==> config.mk <==
export PLATFORM = sky130hd
export DESIGN_NAME = bomb_ctrl
export DESIGN_NICKNAME = d
export VERILOG_FILES = /design/src/rtl/game_pkg.sv /design/src/rtl/blast_rect.sv /design/src/rtl/bomb_ctrl.sv
export SDC_FILE = /design/constraint.sdc
export NUM_CORES = 1
export LEC_CHECK = 0
export CAP_MARGIN = 20
export CORE_AREA = 10 10 117 87
export DETAILED_ROUTE_END_ITERATION = 10
export DIE_AREA = 0 0 127 97
export DONT_BUFFER_PORTS = 1
export PLACE_DENSITY = 0.52
export SYNTH_ARGS = -nofsm -noshare
export SYNTH_HDL_FRONTEND = slang
export SYNTH_SLANG_ARGS = --single-unit
==> constraint.sdc <==
create_clock -name frame_clk -period 4.25 [get_ports frame_clk]
set_input_delay 0.6375 -clock frame_clk [delete_from_list [all_inputs] [get_ports frame_clk]]
set_output_delay 0.6375 -clock frame_clk [all_outputs]
set_load 0.01 [all_outputs]
==> src/rtl/game_pkg.sv <==
// game_pkg: shared bomb state encoding, frozen game-state codes and playfield bounds.
package game_pkg;
  typedef enum logic [1:0] {IDLE, ARMED, EXPLODE, COOLDOWN} bomb_state_t;
  localparam logic [4:0] FROZEN_0 = 5'b00000;
  localparam logic [4:0] FROZEN_1 = 5'b00001;
  localparam logic [4:0] FROZEN_2 = 5'b11111;
  localparam int FIELD_X_MIN = 32;
  localparam int FIELD_X_MAX = 608;
  localparam int FIELD_Y_MIN = 32;
  localparam int FIELD_Y_MAX = 448;
  function automatic logic is_frozen(input logic [4:0] a);
    return (a == FROZEN_0) || (a == FROZEN_1) || (a == FROZEN_2);
  endfunction
endpackage

==> src/rtl/blast_rect.sv <==
// blast_rect: clips the 3x3-tile square around a tile to the playfield.
module blast_rect #(
  parameter int TILE  = 32,
  parameter int X_MIN = game_pkg::FIELD_X_MIN,
  parameter int X_MAX = game_pkg::FIELD_X_MAX,
  parameter int Y_MIN = game_pkg::FIELD_Y_MIN,
  parameter int Y_MAX = game_pkg::FIELD_Y_MAX
) (
  input  logic [9:0] tile_x,
  input  logic [9:0] tile_y,
  output logic [9:0] x,
  output logic [9:0] y,
  output logic [9:0] xs,
  output logic [9:0] ys
);
  localparam logic signed [11:0] T1 = 12'(TILE);
  localparam logic signed [11:0] T2 = 12'(2 * TILE);
  localparam logic signed [11:0] XL = 12'(X_MIN);
  localparam logic signed [11:0] XH = 12'(X_MAX);
  localparam logic signed [11:0] YL = 12'(Y_MIN);
  localparam logic signed [11:0] YH = 12'(Y_MAX);
  logic signed [11:0] tx, ty, lr, rr, tr, br, l, r, t, b, w, h;
  // signed arithmetic keeps tiles near the origin from wrapping before the clip
  always_comb begin
    tx = $signed({2'b00, tile_x});
    ty = $signed({2'b00, tile_y});
    lr = tx - T1;
    rr = tx + T2;
    tr = ty - T1;
    br = ty + T2;
    l = (lr < XL) ? XL : lr;
    r = (rr > XH) ? XH : rr;
    t = (tr < YL) ? YL : tr;
    b = (br > YH) ? YH : br;
    w = r - l;
    h = b - t;
  end
  assign x  = l[9:0];
  assign y  = t[9:0];
  assign xs = w[9:0];
  assign ys = h[9:0];
endmodule

==> src/rtl/bomb_ctrl.sv <==
// bomb_ctrl: per-player bomb life cycle (place, fuse, explode, cooldown) with
// sprite position and clipped kill rectangle for the opposing player.
module bomb_ctrl #(
  parameter int FUSE_FRAMES  = 120,
  parameter int BLAST_FRAMES = 30,
  parameter int COOL_FRAMES  = 15,
  parameter int TILE         = 32,
  parameter int USER_W       = 18,
  parameter int USER_H       = 26,
  parameter int FIELD_X_MIN  = game_pkg::FIELD_X_MIN,
  parameter int FIELD_X_MAX  = game_pkg::FIELD_X_MAX,
  parameter int FIELD_Y_MIN  = game_pkg::FIELD_Y_MIN,
  parameter int FIELD_Y_MAX  = game_pkg::FIELD_Y_MAX
) (
  input  logic       frame_clk,
  input  logic       Reset_n,
  input  logic [4:0] allow,
  input  logic       bomb_drop,
  input  logic [9:0] userX,
  input  logic [9:0] userY,
  output logic [9:0] spriteX,
  output logic [9:0] spriteY,
  output logic       bomb_active,
  output logic       blast_active,
  output logic [9:0] bombX,
  output logic [9:0] bombY,
  output logic [9:0] bombXS,
  output logic [9:0] bombYS
);
  import game_pkg::*;
  localparam logic [9:0] MASK = ~10'(TILE - 1);
  bomb_state_t state_q, state_d;
  logic [15:0] cnt_q, cnt_d;
  logic [9:0] sprite_x_q, sprite_x_d, sprite_y_q, sprite_y_d;
  logic [9:0] rx, ry, rxs, rys;
  logic drop_q, frozen, drop_edge;
  assign frozen    = is_frozen(allow);
  assign drop_edge = bomb_drop & ~drop_q & ~frozen;
  always_comb begin
    state_d    = state_q;
    cnt_d      = cnt_q;
    sprite_x_d = sprite_x_q;
    sprite_y_d = sprite_y_q;
    if (!frozen) begin
      case (state_q)
        IDLE: if (drop_edge) begin
          sprite_x_d = (userX + 10'(USER_W / 2)) & MASK;
          sprite_y_d = (userY + 10'(USER_H / 2)) & MASK;
          cnt_d      = 16'(FUSE_FRAMES - 1);
          state_d    = ARMED;
        end
        ARMED: begin
          state_d = (cnt_q == '0) ? EXPLODE : ARMED;
          cnt_d   = (cnt_q == '0) ? 16'(BLAST_FRAMES - 1) : cnt_q - 16'd1;
        end
        EXPLODE: begin
          state_d = (cnt_q == '0) ? COOLDOWN : EXPLODE;
          cnt_d   = (cnt_q == '0) ? 16'(COOL_FRAMES - 1) : cnt_q - 16'd1;
        end
        default: begin
          state_d = (cnt_q == '0) ? IDLE : COOLDOWN;
          cnt_d   = (cnt_q == '0) ? '0 : cnt_q - 16'd1;
        end
      endcase
    end
  end
  always_ff @(posedge frame_clk or negedge Reset_n) begin
    if (!Reset_n) begin
      state_q    <= IDLE;
      cnt_q      <= '0;
      drop_q     <= 1'b0;
      sprite_x_q <= '0;
      sprite_y_q <= '0;
    end else begin
      state_q    <= state_d;
      cnt_q      <= cnt_d;
      drop_q     <= bomb_drop;
      sprite_x_q <= sprite_x_d;
      sprite_y_q <= sprite_y_d;
    end
  end
  blast_rect #(
    .TILE(TILE), .X_MIN(FIELD_X_MIN), .X_MAX(FIELD_X_MAX),
    .Y_MIN(FIELD_Y_MIN), .Y_MAX(FIELD_Y_MAX)
  ) u_rect (
    .tile_x(sprite_x_q), .tile_y(sprite_y_q),
    .x(rx), .y(ry), .xs(rxs), .ys(rys)
  );
  // every output derives from flops only, so reset clears them immediately
  assign spriteX      = sprite_x_q;
  assign spriteY      = sprite_y_q;
  assign bomb_active  = (state_q == ARMED);
  assign blast_active = (state_q == EXPLODE);
  assign bombX        = blast_active ? rx  : '0;
  assign bombY        = blast_active ? ry  : '0;
  assign bombXS       = blast_active ? rxs : '0;
  assign bombYS       = blast_active ? rys : '0;
endmodule

Yosys cells after proc, flatten, opt, wreduce, memory -nomap -nowiden. Cells that the tools add are included.

Bitwise gates (word level): 4. Reductions and logical operators: 7. Order comparisons: 4. Equality and inequality tests: 5. Multiplexer cells: 18. Add/subtract/negate cells: 9.

Operator list (number): $mux W10 (8); $mux W16 (4); $pmux W16 S3 (1); $add A10 B7 Y11 const B (2); $lt A11 B7 Y1 const B (2); $sub A10 B6 Y11 const B (2); $add A10 B4 Y10 const B (2); $sub A10 B10 Y10 (2); $logic_not A16 Y1 (1); $sub A16 B1 Y16 const B (1); $gt A11 B10 Y1 const B (1); $gt A11 B9 Y1 const B (1); $mux W2 (3); $pmux W2 S3 (1); $eq A5 B1 Y1 const B (1); $eq A5 B5 Y1 const B (1); $logic_not A5 Y1 (1); $reduce_and A3 Y1 (1); $and A1 B1 Y1 (2); $eq A2 B1 Y1 const B (1); $eq A2 B2 Y1 const B (1); $logic_not A2 Y1 (1); $logic_or A1 B1 Y1 (2); $ne A2 B2 Y1 const B (1); other kinds (3) (4).

Logic and storage cells: 52. Bits of input ports: 28. Bits in registers: 29. Output and inout port bits: 62.

Depth between registers and ports, before layout.
Depth after elaboration: 7. Gate-level depth with buffers: 14. Depth with buffers taken out: 14.

Modules after synthesis. A second synthesis with hierarchy kept.

Cells, all modules: 460. Area, all modules: 3500.9 um2.

Modules (own cells, without submodules): bomb_ctrl (instances 1, area an instance 2033.2 um2, cells an instance 252, seq. area each 725.7 um2); blast_rect (instances 1, area an instance 1467.7 um2, cells an instance 208, seq. area each 0.0 um2).

Worst setup path after synthesis. OpenSTA, ideal clock, no wires.

Kind: register -> output. From: register sprite_x_q[7], in the netlist spriteX[7]. To: output port bombXS[9]. Required time: 3612 ps. Setup slack: 780 ps. Cell stages (with the launch flop): 14. Path buffers: 1. Data arrival time: 2833 ps. Cell sequence: dfrtp_1 > clkbuf_1 > inv_1 > ha_1 > nand2b_1 > a31oi_1 > nor3_1 > or2_2 > fa_1 > a21o_1 > a21oi_1 > xor2_1 > xnor2_1 > nor2_1.

Cells in the longest elaborated chain, start to end: 5. Elaborated cells on any way between the ends: 8. Classes of those cells: add/sub (3); order compare (2); mux (3).

Ends and longest elaborated chain: from (decl) (RTL line bomb_ctrl.sv:34) `logic [9:0] sprite_x_q, sprite_x_d, sprite_y_q, sprite_y_d;`; from (signal assigned) (RTL line bomb_ctrl.sv:78) `sprite_x_q <= sprite_x_d;`; $add A10 B7 Y11 or $sub A10 B6 Y11 (tied branches) (RTL line blast_rect.sv:28, blast_rect.sv:27); $gt A11 B10 Y1 or $lt A11 B7 Y1 (tied branches) (RTL line blast_rect.sv:32, blast_rect.sv:31); $mux W10 (on tied branches) (RTL line blast_rect.sv:32, blast_rect.sv:31); $sub A10 B10 Y10 * (RTL line blast_rect.sv:35) `w = r - l;`; $mux W10 * (RTL line bomb_ctrl.sv:96) `assign bombXS = blast_active ? rxs : '0;`; to (decl) (RTL line bomb_ctrl.sv:27) `output logic [9:0] bombXS,`.

Every way passes the cells marked *; elsewhere a longest branch is shown, timed or not.

Worst setup path after layout.
From: register sprite_y_q[6], in the netlist spriteY[6]. To: output port bombYS[9].

Cells in the longest elaborated chain, start to end: 5. Elaborated cells on any way between the ends: 8. Classes of those cells: add/sub (3); order compare (2); mux (3).

Ends and longest elaborated chain: from (decl) (RTL line bomb_ctrl.sv:34); from (signal assigned) (RTL line bomb_ctrl.sv:79) `sprite_y_q <= sprite_y_d;`; $add A10 B7 Y11 or $sub A10 B6 Y11 (tied branches) (RTL line blast_rect.sv:30, blast_rect.sv:29); $gt A11 B9 Y1 or $lt A11 B7 Y1 (tied branches) (RTL line blast_rect.sv:34, blast_rect.sv:33); $mux W10 (on tied branches) (RTL line blast_rect.sv:34, blast_rect.sv:33); $sub A10 B10 Y10 * (RTL line blast_rect.sv:36) `h = b - t;`; $mux W10 * (RTL line bomb_ctrl.sv:97) `assign bombYS = blast_active ? rys : '0;`; to (decl) (RTL line bomb_ctrl.sv:28) `output logic [9:0] bombYS`.

Marked as above.

==> out/qor.yml <==
critPathMaxStageDelay_ns: 0.46
cp_slowest_cell: "dfrtp_2"
rows: 27
die_area_mm2: 0.0123
slew_viol_final: 0
start_util_pct: 34.9
finalNonFillerCells: 439
ant_nets: 0
dp_hpwl_mm: 5.25
viasPerCell: 5.01
diodes: 0
synth.avg_cell_area_um2: 7.93
fin_worst_skew_ns: 0.00268
muxShareOfSynthArea_pct: 0.732
nFillCells: 826
drive_gt1_share_pct: 6.21
relSlewSlack_pct: 56.4
io_pins: 90
clk_latency_ns: 0.27
port_buffers: 0
die_w_um: 127
p_seq_share_pct: 29.7
syn_inst: 345
overflow: 0
hold_ws_ns: 0.0598
htree_levels: 2
yosys.area_share.simple_pct: 25.8
wl_per_cell_um: 15.1
drt-initial-drc-count: 142
report.final.setup_viol: 0
synth_top_family_by_area: "simple AND/OR/NAND/NOR gates"
critPathTopFamily: "adder cells"
fmax_mhz: 251
mappedNetlistArea_mm2: 0.00274
p_int_mw: 0.964
grt_antenna_before_repair: 0
max-cap-violations: 0
hp-class: "in2async"
p_clk_share_pct: 25.8
clk_pin_slew_ns: 0.05
fin_nets: 384
area_delta_synth_final_pct: 4.66
coreArea_mm2: 0.00784
clock-sinks: 29
cts_root_buffer: "clkbuf_16"
path_class: "reg2out"
crit_buf_inv: 2
clock_path_buffers: 2
arrival_ns: 3.35
grt_max_degree: 30
p_sw_share_pct: 39.6
finalCritPeriodShare_pct: 93.8
cts_buffers: 5
synth_cell_types: 52
leakagePower_nw: 1.26
synth-edff-count: 0
ys.flop_type: "dfrtp_1"
synth-xor-area-share_pct: 8.96
worstMarginPinSlew_ns: 0.654
min_period_ns: 3.99
grt_pass1_wl_mm: 10.8
dp_cells: 431
p_total_mw: 1.60
seq_area_frac_synth_pct: 26.5
tns_ns: 0
rsz0062_at_grt: "false"
die_height_um: 97
dr.pass1.iters: 4
start_kind: "register"
vdd_ir_drop_max_v: 0.000230
finalHoldViolations: 0
power.switching_mw: 0.632
cts_tree: "yes"
yosysWarnings: 0
combPwrFrac_pct: 44.5
postCtsSetupBuffers: 0
grt_pass1_vias: 2087
ys_ff_latch: 29
status: "finished, final reports clean"
critical_path.endpoint_type: "primary output"
track_usage_pct: 10.4
cp_cell_sequence: "inv_1, ha_1, xnor2_1, nand2_1, maj3_1, o21ai_0, ha_1, inv_1, fa_1, a21o_1, a21oi_1, xor2_1, nor2_1"
wl_mm: 6.63
synth_compound_area_share_pct: 15.2
synthArstFlopShare_pct: 100
gp_congestion: 0.788
crit_path_max_fanout: 8
synthAdderAreaFrac_pct: 9.97
required_ns: 3.61
via_count: 2199
power_density_mw_per_mm2: 557
drc: 0
-- power groups by stage --
stage / logic [mW] / registers (mW) / clock network [mW]
after CTS: 0.714 / 0.476 / 0.423
after global routing: 0.817 / 0.494 / 0.437
after detailed placement: 0.708 / 0.481 / 0
after floorplan: 0.656 / 0.410 / 0
after global placement: 0.703 / 0.477 / 0
final: 0.710 / 0.475 / 0.411
-- synthesized netlist by cell type (2+ instances only) --
library cell,number,area (um^2)
nand4_1,2,12.5
nand2b_1,9,56.3
nor3b_1,4,30.0
clkbuf_1,12,45.0
or3_1,2,12.5
dfrtp_1,29,726
a21o_1,6,45.0
fa_1,2,40.0
ha_1,17,213
inv_1,14,52.6
xor2_1,11,96.3
or3_2,2,15.0
or2_1,2,12.5
nand3_1,10,50.1
mux2i_1,2,20.0
xnor2_1,17,149
or2_2,4,25.0
nor4_1,5,31.3
nand2_1,25,93.8
o21a_1,2,15.0
nor2_1,44,165
and4_1,2,17.5
maj3_1,2,20.0
a211oi_1,2,15.0
o21ai_0,13,65.1
nor3_1,14,70.1
and2_1,4,25.0
a22oi_1,2,15.0
a221o_1,2,20.0
a211o_1,2,17.5
a21oi_1,25,125
a31oi_1,3,18.8
nor2b_1,4,25.0
buf_4,31,233
-- registers in the layout, summed over array words and instances (netlist names) --
signal   cells
spriteX      5
cnt_q       16
spriteY      5
drop_q       1
state_q      2
-- layout make-up --
| class | instances | area [um^2] | area share, % |
|---|---|---|---|
| inverter | 14 | 52.6 | 1.83 |
| clock inverter | 1 | 30.0 | 1.05 |
| tap | 101 | 126 | 4.41 |
| clock buffer | 7 | 143 | 4.98 |
| multi-input combinational | 286 | 1770 | 61.9 |
| timing repair buffer | 1 | 11.3 | 0.393 |
| sequential | 29 | 728 | 25.4 |
-- cells by family after synthesis --
group                      after synthesis
xor gates and xnor gates                28
muxes                                    2
AOI/OAI and AO/OA                       66
and+or+nand+nor                        139
DFF                                     29
buffers and inverters                   59
other                                    1
adders and majority gates               21
-- metrics by stage --
step / setup WS [ns] / util, % / instance area (um^2)
after floorplan: 0.780 / - / 2850
after global placement: 0.629 / 34.2 / 2680
after detailed placement: 0.446 / 34.3 / 2690
after CTS: 0.130 / 36.5 / 2860
after global routing: 0.00509 / 36.5 / 2860
final: 0.263 / 36.5 / 2860
-- routing by layer --
layer	up-vias	part of all wire, %	track usage (%)
met1	1011	49	14.4
met3	4	8.0	3.21
met2	74	42	14.8
met5	-	0	0
met4	0	1.1	3.38
li1	1110	-	-
-- path summary, 6_finish.rpt --
check,end,startpoint,slack (ns),depth (start not counted)
max reg2reg,cnt_q[11]$_DFFE_PN0P_,cnt_q[8]$_DFFE_PN0P_,2.09,5
min in group frame_clk,drop_q$_DFF_PN0_,bomb_drop,0.39,0
max,bombYS[9],spriteY[6]$_DFFE_PN0P_,0.26,13
max in group asynchronous,spriteY[5]$_DFFE_PN0P_,Reset_n,4.10,0
min,cnt_q[7]$_DFFE_PN0P_,Reset_n,0.06,0
min reg2reg,cnt_q[7]$_DFFE_PN0P_,cnt_q[7]$_DFFE_PN0P_,0.54,2
-- cells in the final DEF, fill, tap and decap left out, types with 9 or more instances in the layout --
cell	netlist	routed
a21oi_1	25	25
conb_1	1	30
dfrtp_1	29	27
ha_1	17	17
inv_1	14	14
nand2_1	25	25
nand2b_1	9	9
nand3_1	10	10
nor2_1	44	44
nor3_1	14	14
o21ai_0	13	13
xnor2_1	17	17
xor2_1	11	11
-- what timing repair did --
action	in CTS	in global routing
endpoints found under the setup margin	0	1
gates resized for setup	0	2
hold buffers	0	0
Note: power is estimated with default switching activity, not from simulation.
